==> src/rtl/axi_sim_pkg.sv <==
// Shared types and helpers for the AXI read-latency responder.
// The widths fix the layout of a queue entry.
package axi_sim_pkg;

  localparam int unsigned AXI_ADDR_BITS            = 16;
  localparam int unsigned AXI_TID_WIDTH            = 8;
  localparam int unsigned AXI_BURST_LEN_WIDTH      = 8;
  localparam int unsigned AXI_LOG_BLOCK_DATA_BYTES = 0;
  localparam int unsigned AXI_LATENCY_WIDTH        = 8;

  typedef struct packed {
    logic [0:AXI_TID_WIDTH-1]       id;
    logic [0:AXI_ADDR_BITS-1]       addr;
    logic [0:AXI_BURST_LEN_WIDTH-1] len;
    logic [0:AXI_LATENCY_WIDTH-1]   countdown;
  } ar_entry_t;

  typedef enum logic [1:0] {
    IDLE,
    WAIT,
    BURST
  } rd_state_t;

  // INCR beat address; wraps modulo the address space.
  function automatic logic [0:AXI_ADDR_BITS-1] beat_addr(
    input logic [0:AXI_ADDR_BITS-1]       addr,
    input logic [0:AXI_BURST_LEN_WIDTH-1] k
  );
    return addr + (AXI_ADDR_BITS'(k) << AXI_LOG_BLOCK_DATA_BYTES);
  endfunction

endpackage

==> src/rtl/axi_rd_latency_responder_burst_gen.sv <==
// Streams the R beats of one INCR burst with backpressure.
// done_c pulses combinationally on the last-beat handshake.
module rd_burst_gen
  import axi_sim_pkg::*;
#(
  parameter int unsigned DATA_WIDTH = 8
) (
  input  logic                     clk,
  input  logic                     rst,
  input  logic                     load,
  input  ar_entry_t                entry,
  input  logic                     r_ready,
  output logic                     r_valid,
  output logic [0:DATA_WIDTH-1]    r_data,
  output logic [0:AXI_TID_WIDTH-1] r_id,
  output logic                     r_last,
  output logic                     done_c
);

  logic [0:AXI_ADDR_BITS-1]       base;
  logic [0:AXI_BURST_LEN_WIDTH-1] len;
  logic [0:AXI_BURST_LEN_WIDTH-1] beat;
  logic [0:AXI_BURST_LEN_WIDTH-1] beat_next;
  logic                           handshake;

  assign handshake = r_valid & r_ready;
  assign done_c    = handshake & r_last;
  // Only advanced while beat < len, so it cannot wrap even for the longest burst.
  assign beat_next = beat + AXI_BURST_LEN_WIDTH'(1);

  always_ff @(posedge clk) begin
    if (rst) begin
      r_valid <= 1'b0;
      r_data  <= '0;
      r_id    <= '0;
      r_last  <= 1'b0;
      base    <= '0;
      len     <= '0;
      beat    <= '0;
    end else if (load) begin
      base    <= entry.addr;
      len     <= entry.len;
      beat    <= '0;
      r_valid <= 1'b1;
      r_id    <= entry.id;
      r_data  <= DATA_WIDTH'(beat_addr(entry.addr, AXI_BURST_LEN_WIDTH'(0)));
      r_last  <= (entry.len == '0);
    end else if (handshake) begin
      if (r_last) begin
        r_valid <= 1'b0;
        r_last  <= 1'b0;
      end else begin
        beat   <= beat_next;
        r_data <= DATA_WIDTH'(beat_addr(base, beat_next));
        r_last <= (beat_next == len);
      end
    end
  end

endmodule

==> src/rtl/axi_rd_latency_responder.sv <==
// AXI4 read responder modelling DRAM: in-order AR queue with per-entry
// latency countdowns feeding a single burst engine.
module axi_rd_latency_responder
  import axi_sim_pkg::*;
#(
  parameter int unsigned ADDR_BITS            = AXI_ADDR_BITS,
  parameter int unsigned TID_WIDTH            = AXI_TID_WIDTH,
  parameter int unsigned BURST_LEN_WIDTH      = AXI_BURST_LEN_WIDTH,
  parameter int unsigned LOG_BLOCK_DATA_BYTES = AXI_LOG_BLOCK_DATA_BYTES,
  parameter int unsigned LOG_QUEUE_SIZE       = 3,
  parameter int unsigned LATENCY_WIDTH        = AXI_LATENCY_WIDTH
) (
  input  logic                                 clk,
  input  logic                                 rst,
  input  logic                                 en,
  input  logic                                 s_ar_valid,
  output logic                                 s_ar_ready,
  input  logic [0:ADDR_BITS-1]                 s_ar_addr,
  input  logic [0:BURST_LEN_WIDTH-1]           s_ar_len,
  input  logic [0:TID_WIDTH-1]                 s_ar_id,
  output logic                                 s_r_valid,
  input  logic                                 s_r_ready,
  output logic [0:(8<<LOG_BLOCK_DATA_BYTES)-1] s_r_data,
  output logic [0:TID_WIDTH-1]                 s_r_id,
  output logic                                 s_r_last,
  input  logic [0:LATENCY_WIDTH-1]             crs_latency,
  output logic [0:LOG_QUEUE_SIZE]              stat_outstanding
);

  localparam int unsigned DATA_WIDTH  = 8 << LOG_BLOCK_DATA_BYTES;
  localparam int unsigned QUEUE_DEPTH = 1 << LOG_QUEUE_SIZE;
  localparam int unsigned CNT_W       = LOG_QUEUE_SIZE + 1;

  ar_entry_t                 queue_mem [QUEUE_DEPTH];
  ar_entry_t                 head;
  ar_entry_t                 new_entry;
  logic [0:LOG_QUEUE_SIZE-1] wr_ptr;
  logic [0:LOG_QUEUE_SIZE-1] rd_ptr;
  logic [0:CNT_W-1]          count;
  logic [0:CNT_W-1]          count_next;
  rd_state_t                 state;
  rd_state_t                 state_next;
  logic                      full;
  logic                      push;
  logic                      pop;
  logic                      done_c;
  logic [0:AXI_TID_WIDTH-1]  gen_id;

  // Ready ignores a same-cycle pop: a full queue stays closed for that cycle.
  assign full       = (count == CNT_W'(QUEUE_DEPTH));
  assign s_ar_ready = en & ~full & ~rst;
  assign push       = s_ar_valid & s_ar_ready;
  assign head       = queue_mem[rd_ptr];

  always_comb begin
    new_entry           = '0;
    new_entry.id        = AXI_TID_WIDTH'(s_ar_id);
    new_entry.addr      = AXI_ADDR_BITS'(s_ar_addr);
    new_entry.len       = AXI_BURST_LEN_WIDTH'(s_ar_len);
    new_entry.countdown = AXI_LATENCY_WIDTH'(crs_latency);
  end

  // Entry storage: writes on accept, every countdown ages while enabled.
  always_ff @(posedge clk) begin
    for (int unsigned i = 0; i < QUEUE_DEPTH; i++) begin
      if (push && (wr_ptr == LOG_QUEUE_SIZE'(i))) begin
        queue_mem[i] <= new_entry;
      end else if (en && (queue_mem[i].countdown != '0)) begin
        queue_mem[i].countdown <= queue_mem[i].countdown - AXI_LATENCY_WIDTH'(1);
      end
    end
  end

  always_comb begin
    count_next = count;
    case ({push, pop})
      2'b10:   count_next = count + CNT_W'(1);
      2'b01:   count_next = count - CNT_W'(1);
      default: count_next = count;
    endcase
  end

  // Engine FSM next state; the head is popped straight into the burst engine.
  always_comb begin
    state_next = state;
    pop        = 1'b0;
    unique case (state)
      IDLE, WAIT: begin
        if (en && (count != '0) && (head.countdown == '0)) begin
          pop        = 1'b1;
          state_next = BURST;
        end else begin
          state_next = ((count != '0) || push) ? WAIT : IDLE;
        end
      end
      BURST: begin
        if (done_c) begin
          state_next = ((count != '0) || push) ? WAIT : IDLE;
        end
      end
      default: state_next = IDLE;
    endcase
  end

  always_ff @(posedge clk) begin
    if (rst) begin
      state            <= IDLE;
      wr_ptr           <= '0;
      rd_ptr           <= '0;
      count            <= '0;
      stat_outstanding <= '0;
    end else begin
      state            <= state_next;
      count            <= count_next;
      stat_outstanding <= count_next + CNT_W'(state_next == BURST);
      if (push) wr_ptr <= wr_ptr + LOG_QUEUE_SIZE'(1);
      if (pop)  rd_ptr <= rd_ptr + LOG_QUEUE_SIZE'(1);
    end
  end

  rd_burst_gen #(
    .DATA_WIDTH (DATA_WIDTH)
  ) u_burst_gen (
    .clk     (clk),
    .rst     (rst),
    .load    (pop),
    .entry   (head),
    .r_ready (s_r_ready),
    .r_valid (s_r_valid),
    .r_data  (s_r_data),
    .r_id    (gen_id),
    .r_last  (s_r_last),
    .done_c  (done_c)
  );

  assign s_r_id = TID_WIDTH'(gen_id);

endmodule

==> config.mk <==
export PLATFORM = sky130hd
export DESIGN_NAME = axi_rd_latency_responder
export DESIGN_NICKNAME = d
export VERILOG_FILES = /design/src/rtl/axi_sim_pkg.sv /design/src/rtl/axi_rd_latency_responder_burst_gen.sv /design/src/rtl/axi_rd_latency_responder.sv
export SDC_FILE = /design/constraint.sdc
export NUM_CORES = 1
export LEC_CHECK = 0
export BUFFER_PORTS_ARGS = -buffer_cell sky130_fd_sc_hd__buf_2
export CAP_MARGIN = 20
export CORE_ASPECT_RATIO = 0.6
export CORE_UTILIZATION = 30
export CTS_BUF_LIST = sky130_fd_sc_hd__clkbuf_4
export CTS_CLUSTER_SIZE = 40
export DETAILED_ROUTE_END_ITERATION = 16
export PLACE_DENSITY = 0.53
export SYNTH_ARGS = -nofsm -noshare
export SYNTH_HDL_FRONTEND = slang
export SYNTH_HIERARCHICAL = 1
export SYNTH_SLANG_ARGS = --single-unit
==> constraint.sdc <==
create_clock -name clk -period 4.1 [get_ports clk]
set_clock_uncertainty 0.15 [all_clocks]
set_input_delay 0.615 -clock clk [delete_from_list [all_inputs] [get_ports clk]]
set_output_delay 0.615 -clock clk [all_outputs]
set_load 0.1 [all_outputs]
* Word-level counts from Yosys, hierarchy flattened *
Memories as Yosys holds them, arrays and structs flattened. A register that Yosys moved wholly into a read port is not among the register bits.
Index checks and enable logic that the tools add are counted.

operators by class
  add/sub/neg operators = 15
  eq/ne operators = 15
  multiplexer cells = 66
  bitwise operators = 16
  reduce and logical (&&, ||, !) cells = 39

operator list
  operator             number
  $mux 8               11
  $reduce_bool 8->1    8
  $sub 8x1->8 const B  8
  $mux 1               49
  $logic_and 1x1->1    18
  $logic_not 8->1      2
  $eq 3x3->1 const B   4
  $add 8x1->8 const B  1
  $add 8x8->8          1
  $eq 8x8->1           1
  $or 1x1->1           8
  $pmux 4 s2           1
  $add 3x1->3 const B  2
  $eq 2x2->1 const B   3
  $eq 3x2->1 const B   2
  $mux 3               2
  $reduce_and 2->1     3
  $and 1x1->1          5
  $add 4x1->4          1
  $add 4x1->4 const B  1
  $eq 2x1->1 const B   2
  $eq 4x4->1 const B   1
  $mux 2               2
  $pmux 2 s2           1
  10 further kinds     14

storage, ports and cells
  register bits = 58
  RAM bits = 320
  bits of input ports = 45
  memories = 1

memory list
  name       words  bits a word  read ports  clocked after Yosys merged registers in  write ports  RTL line                        text
  queue_mem  8      40           9           1                                        8            axi_rd_latency_responder.sv:34  ar_entry_t queue_mem [QUEUE_DEPTH];

* Depth between registers and ports, before layout *
Gate-level depths: netlist of the first run.

  depth in word-level cells = 11
  depth in mapped cells = 14

* By module *
The synthesis of the first run kept the hierarchy.

modules (own cells, without submodules)
  module                    times used  cells an instance  area each (sq um)  sequential area each (sq um)
  axi_rd_latency_responder  1           899                14848.0            9989.6
  rd_burst_gen              1           233                2105.8             840.8

* Worst setup path after synthesis of the first run *
OpenSTA, ideal clock, no wires.

  kind = register -> register
  start = register (tool-made name)
  end = register stat_outstanding[0] in the netlist's numbering
  library setup time = 0.123 ns
  arrival = 3.382 ns
  required time = 3.827 ns
  slack = 0.445 ns
  stages on the path, launching flop included = 14
  buffers on the path = 2
  clock period less this slack = 3.655 ns
  path through = dfxtp_1 buf_6 buf_8 mux4_2 mux2i_1 nand3_1 nor4b_4 ha_1 inv_2 fa_1 xor2_1 o21ai_0 a31oi_1 mux2_1

RTL lines
  element               RTL line                         text
  to (signal assigned)  axi_rd_latency_responder.sv:115  stat_outstanding <= count_next + CNT_W'(state_next == BURST);
  to (decl)             axi_rd_latency_responder.sv:27   output logic [0:LOG_QUEUE_SIZE] stat_outstanding

==> results of run 1 <==
-- through the flow --
step	utilization [%]	cells	hold slack (ps)	setup slack [ps]
after floorplan	-	1039	301	494
after global placement	32.5	1702	317	295
after detailed placement	32.5	1702	331	158
after CTS	35.4	1877	50.4	139
after global routing	35.4	1879	104	23.1
final	35.4	1879	154	250
-- worst paths after layout --
path	startpoint	endpoint	slack, ps	depth (start not counted)
setup / recovery	flop	stat_outstanding[0]$_SDFF_PP0_	250	12
hold / removal	s_ar_valid	state[0]$_SDFF_PP0_	150	4
setup reg to reg	flop	stat_outstanding[0]$_SDFF_PP0_	250	12
hold reg to reg	u_burst_gen/base[15]$_SDFFE_PP0P_	u_burst_gen/base[15]$_SDFFE_PP0P_	340	2
-- state kept, by name, summed over array words and instances (netlist names), named ones only --
| name | cells |
|---|---|
| u_burst_gen/beat | 8 |
| u_burst_gen/base | 8 |
| rd_ptr | 3 |
| u_burst_gen/r_data | 8 |
| count | 4 |
| stat_outstanding | 4 |
| u_burst_gen/r_id | 8 |
| u_burst_gen/r_valid | 1 |
| wr_ptr | 3 |
| u_burst_gen/r_last | 1 |
| state | 2 |
| queue_mem | 256 |
| u_burst_gen/len | 8 |
-- critical path, stage by stage (launching register included) --
cell     delay [ps]
dfxtp_2         570
mux4_1          610
mux2_2          270
nor2_1           90
nor4b_4         370
ha_1            310
ha_1            250
a21o_1          150
a21oi_1         170
xnor2_1         140
nor2_1           70
xnor2_1         220
mux2_1          350
-- final cells by class --
| type | instances | share of cell area, % |
|---|---|---|
| clock inverter | 23 | 1.02 |
| clock buffer | 127 | 5.63 |
| timing repair buffer | 105 | 4.23 |
| antenna | 2 | 0.0296 |
| multi-input combinational | 630 | 30.9 |
| tap | 640 | 4.73 |
| sequential | 317 | 52.7 |
| inverter | 35 | 0.776 |
-- routing by layer --
| layer | global-route usage (%) | routed length, µm | vias up |
|---|---|---|---|
| met4 | 4.03 | 504 | 0 |
| met1 | 22.3 | 17900 | 4406 |
| li1 | - | - | 4200 |
| met3 | 3.69 | 1920 | 49 |
| met2 | 19.6 | 14400 | 204 |
| met5 | 0 | 0 | - |
-- what timing repair did --
action                                  in CTS  in global routing
resized for setup                            0                  1
endpoints found under the setup margin       0                  3
endpoints found under the hold margin      193                  0
hold buffers                                25                  0
buffers inserted                             0                  0
-- where the power goes --
group | internal [W] | leakage [nW] | switching (W)
clock network | 0.00155 | 0.665 | 0.00138
registers | 0.00356 | 2.85 | 0.0000859
logic | 0.000155 | 2.31 | 0.000216
==> impl_results.md, run 1 <==
- # rows: 62
- Sum Neg Setup Slack: 0 ps
- Vias: 8859
- Final GP Congestion: 0.768
- Average vias per placed instance: 4.71
- Endpoint arrival time on the critical path: 4380 ps
- Minimum clock period: 3850 ps
- CP required: 4630 ps
- Design Area, Final: 16900 µm²
- Fin. Hold Viols: 0
- Post-synthesis cell count: 1039
- Post-DRT Antenna Nets: 0
- Worst Setup End Kind: flop
- Startpoint Class: flop
- Ratio of cells with drive above 1 in the final layout: 25.5%
- Initial DRT Pass Iterations: 11
- Pin count of the biggest net entering global routing: 51
- Avg Inst Size Synth: 14.0 µm²
- Core area: 47900 µm²
- DRT iter0 DRCs: 699
- Failing checks: design-rule violations
- Least-Margin Pin Slew: 1050 ps
- H-Tree Level Count: 3
- Initial antenna violation count: 1
- DR WL/cell: 18.5 µm
- Sequential cell area: 8910 µm²
- Nets: 1254
- Max Fanout on Critical Path: 13
- Commonest cells after routing, fill and taps aside: edfxtp_1, clkbuf_4, nor2_1, mux4_2, a21oi_1
- Multi-input logic area: 5230 µm²
- Most common cell after layout, fill and taps aside: edfxtp_1
- PortBufs: 59
- # clock sinks: 317
- DP Area: 15500 µm²
- Initial Util: 30.4%
- First-pass GRT wire length: 54200 µm
- Hpwl dp: 22200 µm
- Post-Syn Area: 14600 µm²
- Post-Syn Nets: 1123
- Clock insertion delay at the later pin of the skew report: 800 ps
- CTS Buf Count: 81
- CTS tree: built
- Fmax: 260 MHz
- # fillers: 4708
- DRC errors left: 1
- RSZ-0062 raised after global routing: no
- Peak VDD IR: 0.168 mV
- Leak: 5.82 nW
- Routed WL: 34700 µm
- Outcome: complete, but fails checks
- Die Ht: 173 µm
- Vias in the first global route: 9054
- # IOs: 68
- Area delta synth->final: 16.2%
- Tot GR Track Use: 14.4%
- Final period utilization: 93.9%
- CTS clk-pin slew, worst paths: 70 ps
- Maxcap violations: 0
- Power Density: 411 nW/µm²
- Die W: 286 µm
- YS warnings: 6
- Pins Over Slew Limit: 0
- Crit Path Class: reg -> reg
- Setup violations, final: 0
- Die Area: 49500 µm²
- Hold Crit Class: in -> reg
- Clk buf depth: 3
- GRT Residual Overflow: 0
- Worst slew margin: 29.7%
- Power after layout: 0.00695 W
- CTS root buf: clkbuf_4
No activity file was read; power rests on OpenSTA's default activity.
==> inputs of run 2 (changes only) <==
--- a/config.mk
+++ b/config.mk
@@ -13,6 +13,7 @@
 export CTS_CLUSTER_SIZE = 40
 export DETAILED_ROUTE_END_ITERATION = 16
 export PLACE_DENSITY = 0.53
+export RECOVER_POWER = 25
 export SYNTH_ARGS = -nofsm -noshare
 export SYNTH_HDL_FRONTEND = slang
 export SYNTH_HIERARCHICAL = 1
==> run 2 against run 1 <==
  * Via count increased by 0.29%
  * Non-clock buffer count unchanged
  * Die area unchanged
  * Cell count unchanged
  * Global-route usage unchanged
  * The flow still finishes with violations (design-rule violations)
  * Core utilization decreased by 0.055 points
  * Wire length increased by 0.30%
==> impl_results.md, run 2 (synthesis gave the netlist of run 1 again) <==
- Maxcap violations: 0 (unchanged)
- H-Tree Level Count: 3 (unchanged)
- Initial Util: 30.4% (unchanged)
- Met2 GRT Util: 19.6% (unchanged)
- Final Util: 35.3% (-0.055 points)
- Most common cell after layout, fill and taps aside: edfxtp_1
- Sequential cell area: 8910 µm² (unchanged)
- CTS clk-pin slew, worst paths: 80 ps (about the same)
- Met1 Resource Use GR: 22.3% (unchanged)
- Initial DRT Pass Iterations: 11 (unchanged)
- Tot GR Track Use: 14.4% (unchanged)
- Initial antenna violation count: 1 (unchanged)
- Biggest register: queue_mem
- Reg2Reg Setup Slack: 230 ps (-20 ps)
- Hold Crit Class: in -> reg
- # rows: 62 (unchanged)
- Pin count of the biggest net entering global routing: 51 (unchanged)
- Layer carrying the most global-route usage: met1
- Crit-path slowest cell: mux4_1
- Crit path depth: 12 (unchanged)
- Ratio of cells with drive above 1 in the final layout: 23.8% (-1.7 points)
- Die W: 286 µm (unchanged)
- Routed WL: 34800 µm (+0.30%)
- Max Fanout on Critical Path: 13 (unchanged)
- Crit path max-delay family: multiplexers
- # IOs: 68 (unchanged)
- Final period utilization: 94.4% (+0.44 points)
- Crit Path Class: reg -> reg
- Worst slew margin: 31.0% (+1.3 points)
- Crit-path cells: mux4_1, mux2_2, nor2_1, nor4b_4, ha_1, ha_1, a21o_1, a21oi_1, xnor2_1, nor2_1, xnor2_1, mux2_1
- Hold_ws: 147 ps (-6.61 ps)
- # fillers: 4713 (+0.11%)
- Minimum clock period: 3870 ps (+18.2 ps)
- Average vias per placed instance: 4.73 (+0.29%)
- Max reg flops: 256 (unchanged)
- Fmax: 258 MHz (-0.47%)
- Post-DRT Antenna Nets: 0 (unchanged)
- DRC errors left: 1 (unchanged)
- Peak VDD IR: 0.165 mV (-1.9%)
- Sum Neg Setup Slack: 0 ps (unchanged)
- Least-Margin Pin Slew: 1030 ps (-20.0 ps)
- Outcome: complete, but fails checks
- Multi-input logic area: 5230 µm² (unchanged)
- Nets: 1254 (unchanged)
- Vias: 8885 (+0.29%)
- Worst Setup End Kind: flop
- PortBufs: 59 (unchanged)
- Clock insertion delay at the later pin of the skew report: 800 ps (about the same)
- CTS Buf Count: 81 (unchanged)
- Worst Setup EP: stat_outstanding[0]$_SDFF_PP0_
- Final GP Congestion: 0.768 (unchanged)
- Pins Over Slew Limit: 0 (unchanged)
- Failing checks: design-rule violations
- Clk buf depth: 3 (unchanged)
- CTS tree: built
- First-pass GRT wire length: 54200 µm (unchanged)
- CP required: 4630 ps (about the same)
- Vias in the first global route: 9054 (unchanged)
- Fin. Hold Viols: 0 (unchanged)
- CTS root buf: clkbuf_4
- Endpoint arrival time on the critical path: 4400 ps (+20 ps)
- Commonest cells after routing, fill and taps aside: edfxtp_1, clkbuf_4, nor2_1, mux4_2, a21oi_1
- Hpwl dp: 22200 µm (unchanged)
- Worst R2R Path Depth: 12 (unchanged)
- Power Density: 412 nW/µm² (+0.19%)
- Leak: 5.76 nW (-0.99%)
- Core area: 47900 µm² (unchanged)
- Reg2Reg Capture Point: stat_outstanding[0]$_SDFF_PP0_
- Setup violations, final: 0 (unchanged)
- Grt met3 use: 3.69% (unchanged)
- Die Area: 49500 µm² (unchanged)
- DR WL/cell: 18.5 µm (+0.30%)
- GRT Residual Overflow: 0 (unchanged)
- Startpoint Class: flop
- Crit path largest cell delay: 610 ps (about the same)
- Die Ht: 173 µm (unchanged)
- RSZ-0062 raised after global routing: no
- Area delta synth->final: 16.0%
- # clock sinks: 317 (unchanged)
- Buf/Inv on CP: 0 (unchanged)
- DRT iter0 DRCs: 687 (-1.7%)
- Post CTS Setup Buffer Count: 0 (unchanged)
[run 2: changes by cell type in the layout (fill, tap and decap cells not counted)]
cell	before	now
clkbuf_1	0	21
buf_2	59	38
[run 2: cell type report]
type                       count  share of cell area (%)
tap                          640                    4.74
clock buffer                 127                    5.64
inverter                      35                   0.777
sequential                   317                    52.8
antenna                        2                  0.0296
clock inverter                23                    1.02
multi-input combinational    630                    31.0
timing repair buffer         105                    4.08
[run 2: worst min-delay path: cells and delay by family]
| kind | cells | cell delay [ps] |
|---|---|---|
| AO/OA/AOI/OAI | 1 | 80 |
| buffers and inverters | 2 | 160 |
| AND/OR/NAND/NOR | 1 | 180 |
[run 2: how the worst min path moves through the flow]
stage                                           startpoint  depth (start not counted)                               end
final                                           s_ar_valid                          4               state[0]$_SDFF_PP0_
after global routing                            s_ar_valid                          4               state[0]$_SDFF_PP0_
after CTS                                       s_ar_valid                          4               state[0]$_SDFF_PP0_
after detailed placement  u_burst_gen/beat[6]$_SDFFE_PP0P_                          2  u_burst_gen/beat[6]$_SDFFE_PP0P_
after global placement    u_burst_gen/r_id[5]$_SDFFE_PP0P_                          2  u_burst_gen/r_id[5]$_SDFFE_PP0P_
after floorplan           u_burst_gen/beat[6]$_SDFFE_PP0P_                          2  u_burst_gen/beat[6]$_SDFFE_PP0P_
[run 2: metrics by stage]
step / instance area [µm²] / setup slack, ps / total power, W / cells
global placement: 15500 / 295 / 0.00406 / 1702
finish: 16900 / 232 / 0.00696 / 1879
CTS: 16900 / 139 / 0.00707 / 1877
detailed placement: 15500 / 158 / 0.00407 / 1702
global route: 16900 / 23.1 / 0.00728 / 1879
floorplan: 14600 / 494 / 0.00392 / 1039
[run 2: repair_timing]
action	in CTS	in global routing
hold buffers	25	0
resized for setup	0	1
endpoints found under the setup margin	0	3
hold endpoints to repair	193	0
[run 2: where the power goes]
part	switching [W]	leakage, nW	internal [W]	total (W)
logic	0.000217	2.25	0.000152	0.000369
clock network	0.00138	0.665	0.00155	0.00294
registers	0.0000866	2.85	0.00356	0.00365
[run 2: per-layer routing]
metal	up-vias	wire, µm
met5	-	0
met4	0	533
met3	49	2010
met2	220	14400
met1	4421	17900
li1	4195	-
==> inputs of run 3 (changes only) <==
==> constraint.sdc (replaced) <==
create_clock -name clk -period 4.1 [get_ports clk]
set_clock_uncertainty 0.15 [all_clocks]
set_input_delay 0.82 -clock clk [delete_from_list [all_inputs] [get_ports clk]]
set_output_delay 0.82 -clock clk [all_outputs]
set_load 0.1 [all_outputs]
==> run 3 against run 2 <==
  * The run now ends clean
  * Sequential power hardly changed
  * Clock power is 6% lower
  * Critical path depth unchanged
  * Combinational power down 6.0%
  * Wire length decreased by 1.5%
  * Cell count decreased by 1.4%
  * Via count down 1.5%
  * Highest routed layer is now met5
  * Critical path type unchanged
  * Count of clock-buffer cells in the layout fell by 8
  * Register-to-register slack improved by 190 ps
  * Worst setup slack better by 190 ps
  * Largest power group unchanged
  * Sequential share of layout area rose by 1.1 points
==> impl_results.md, run 3 (synthesis gave the netlist of run 1 again) <==
- Design Area, Final: 16600 µm² (-2.0%)
- Nets: 1228 (-2.1%)
- Clock insertion delay at the later pin of the skew report: 740 ps (-60 ps)
- Max Fanout on Critical Path: 13 (unchanged)
- First-pass GRT wire length: 53200 µm (-2.0%)
- CTS Buf Count: 80 (-1.2%)
- Vias: 8754 (-1.5%)
- Hpwl dp: 21900 µm (-1.1%)
- Core area: 47900 µm² (unchanged)
- Power after layout: 0.00674 W (-3.1%)
- Peak VDD IR: 0.185 mV (+12%)
- Worst hold stages: 1 (-3)
- Initial Util: 30.4% (unchanged)
- Max reg flops: 256 (unchanged)
- Sum Neg Setup Slack: 0 ps (unchanged)
- Leak: 5.62 nW (-2.5%)
- Initial antenna violation count: 4 (+3)
- DR WL/cell: 18.5 µm (about the same)
- # IOs: 68 (unchanged)
- Area delta synth->final: 13.8%
- Vias in the first global route: 8825 (-2.5%)
- Minimum clock period: 3680 ps (-188 ps)
- Pins Over Slew Limit: 0 (unchanged)
- Hold Crit Class: in -> reg
- Power Density: 407 nW/µm² (-1.2%)
- Fmax: 272 MHz (+5.1%)
- DRT iter0 DRCs: 746 (+8.6%)
- Post-DRT Antenna Nets: 0 (unchanged)
- Tot GR Track Use: 14.3% (-0.17 points)
- Most common cell after layout, fill and taps aside: edfxtp_1
- Endpoint arrival time on the critical path: 4160 ps (-240 ps)
- Final GP Congestion: 0.784 (+2.2%)
- Hold_ws: 233 ps (+85.8 ps)
- Setup violations, final: 0 (unchanged)
- CP required: 4580 ps (-50 ps)
- CTS Hold Bufs: 0 (-100%)
- Post CTS Setup Buffer Count: 0 (unchanged)
- DRC errors left: 0 (-1)
- Least-Margin Pin Slew: 1010 ps (-23.4 ps)
- CTS tree: built
- Average vias per placed instance: 4.73 (about the same)
- Startpoint Class: flop
- PortBufs: 59 (unchanged)
- Biggest register: queue_mem
- GRT Residual Overflow: 0 (unchanged)
- Worst slew margin: 32.6% (+1.6 points)
- CTS clk-pin slew, worst paths: 70 ps (about the same)
- Non-Filler Instances: 1852 (-1.4%)
- DP Area: 15500 µm² (unchanged)
- Worst Setup End Kind: flop
- PostCTS Resize Cnt: 0 (unchanged)
- Final period utilization: 89.8% (-4.6 points)
- Routed WL: 34300 µm (-1.5%)
- # rows: 62 (unchanged)
- Worst R2R Path Depth: 12 (unchanged)
- Crit Path Class: reg -> reg
- RSZ-0062 raised after global routing: no
- Outcome: complete, no violations
- Cell total after placement: 1702 (unchanged)
- H-Tree Level Count: 3 (unchanged)
- Initial DRT Pass Iterations: 4 (-7)
- Ratio of cells with drive above 1 in the final layout: 23.7% (-0.13 points)
- Die Area: 49500 µm² (unchanged)
- CTS root buf: clkbuf_4
- Die W: 286 µm (unchanged)
- Commonest cells after routing, fill and taps aside: edfxtp_1, clkbuf_4, nor2_1, mux4_2, a21oi_1
- Maxcap violations: 0 (unchanged)
- # clock sinks: 317 (unchanged)
- Die Ht: 173 µm (unchanged)
- Clk buf depth: 3 (unchanged)
- Pin count of the biggest net entering global routing: 49 (-3.9%)
- Fin. Hold Viols: 0 (unchanged)
[run 3: cell types whose count changed in the layout (fill, tap and decap cells not counted), sizes merged]
cell,before,now
clkbuf,148,140
bufinv,2,1
inv,38,39
dlygate4sd3,25,0
clkinv,17,23
[run 3: metrics by stage]
step | setup slack (ps) | utilization (%)
after CTS | 346 | 34.7
after floorplan | 494 | -
final | 420 | 34.6
after detailed placement | 238 | 32.5
after global routing | 110 | 34.6
after global placement | 247 | 32.5
[run 3: layer usage]
metal | up-vias | GRT usage, % | routed length, µm | part of all wire (%)
met5 | - | 0 | 17 | 0.050
met4 | 2 | 4.72 | 760 | 2.2
met3 | 69 | 3.31 | 1910 | 5.6
met2 | 229 | 19.1 | 13900 | 41
met1 | 4314 | 22.2 | 17700 | 52
li1 | 4140 | - | - | -
[run 3: worst paths after layout]
path,from,to,slack [ps]
worst max-delay path,flop,stat_outstanding[0]$_SDFF_PP0_,420
worst min-delay path,s_ar_addr[15],queue_mem[3][16]$_DFFE_PP_,230
worst max register to register,flop,stat_outstanding[0]$_SDFF_PP0_,420
worst min register to register,u_burst_gen/beat[6]$_SDFFE_PP0P_,u_burst_gen/beat[6]$_SDFFE_PP0P_,330
[run 3: power breakdown]
part           internal [W]  switching, W  leakage, nW
logic              0.000137      0.000209         2.15
registers           0.00356     0.0000867         2.85
clock network       0.00141       0.00134        0.625
total               0.00511       0.00163         5.62
[run 3: critical path, cell delays in order, from the launching register on]
cell and delay, ps:
dfxtp_2 570, mux4_1 620, mux2_2 270, nor2_1 80, nor4b_4 250, ha_1 280
ha_1 250, a21o_1 150, a21oi_1 170, xnor2_1 140, nor2_1 70, xnor2_1 220
mux2_1 350
[run 3: cell type report]
class,count,area [µm²]
sequential,317,8910
clock inverter,29,153
inverter,35,131
clock buffer,119,893
multi-input combinational,630,5230
timing repair buffer,80,439
fill,4690,31300
tap,640,801
antenna,2,5.00
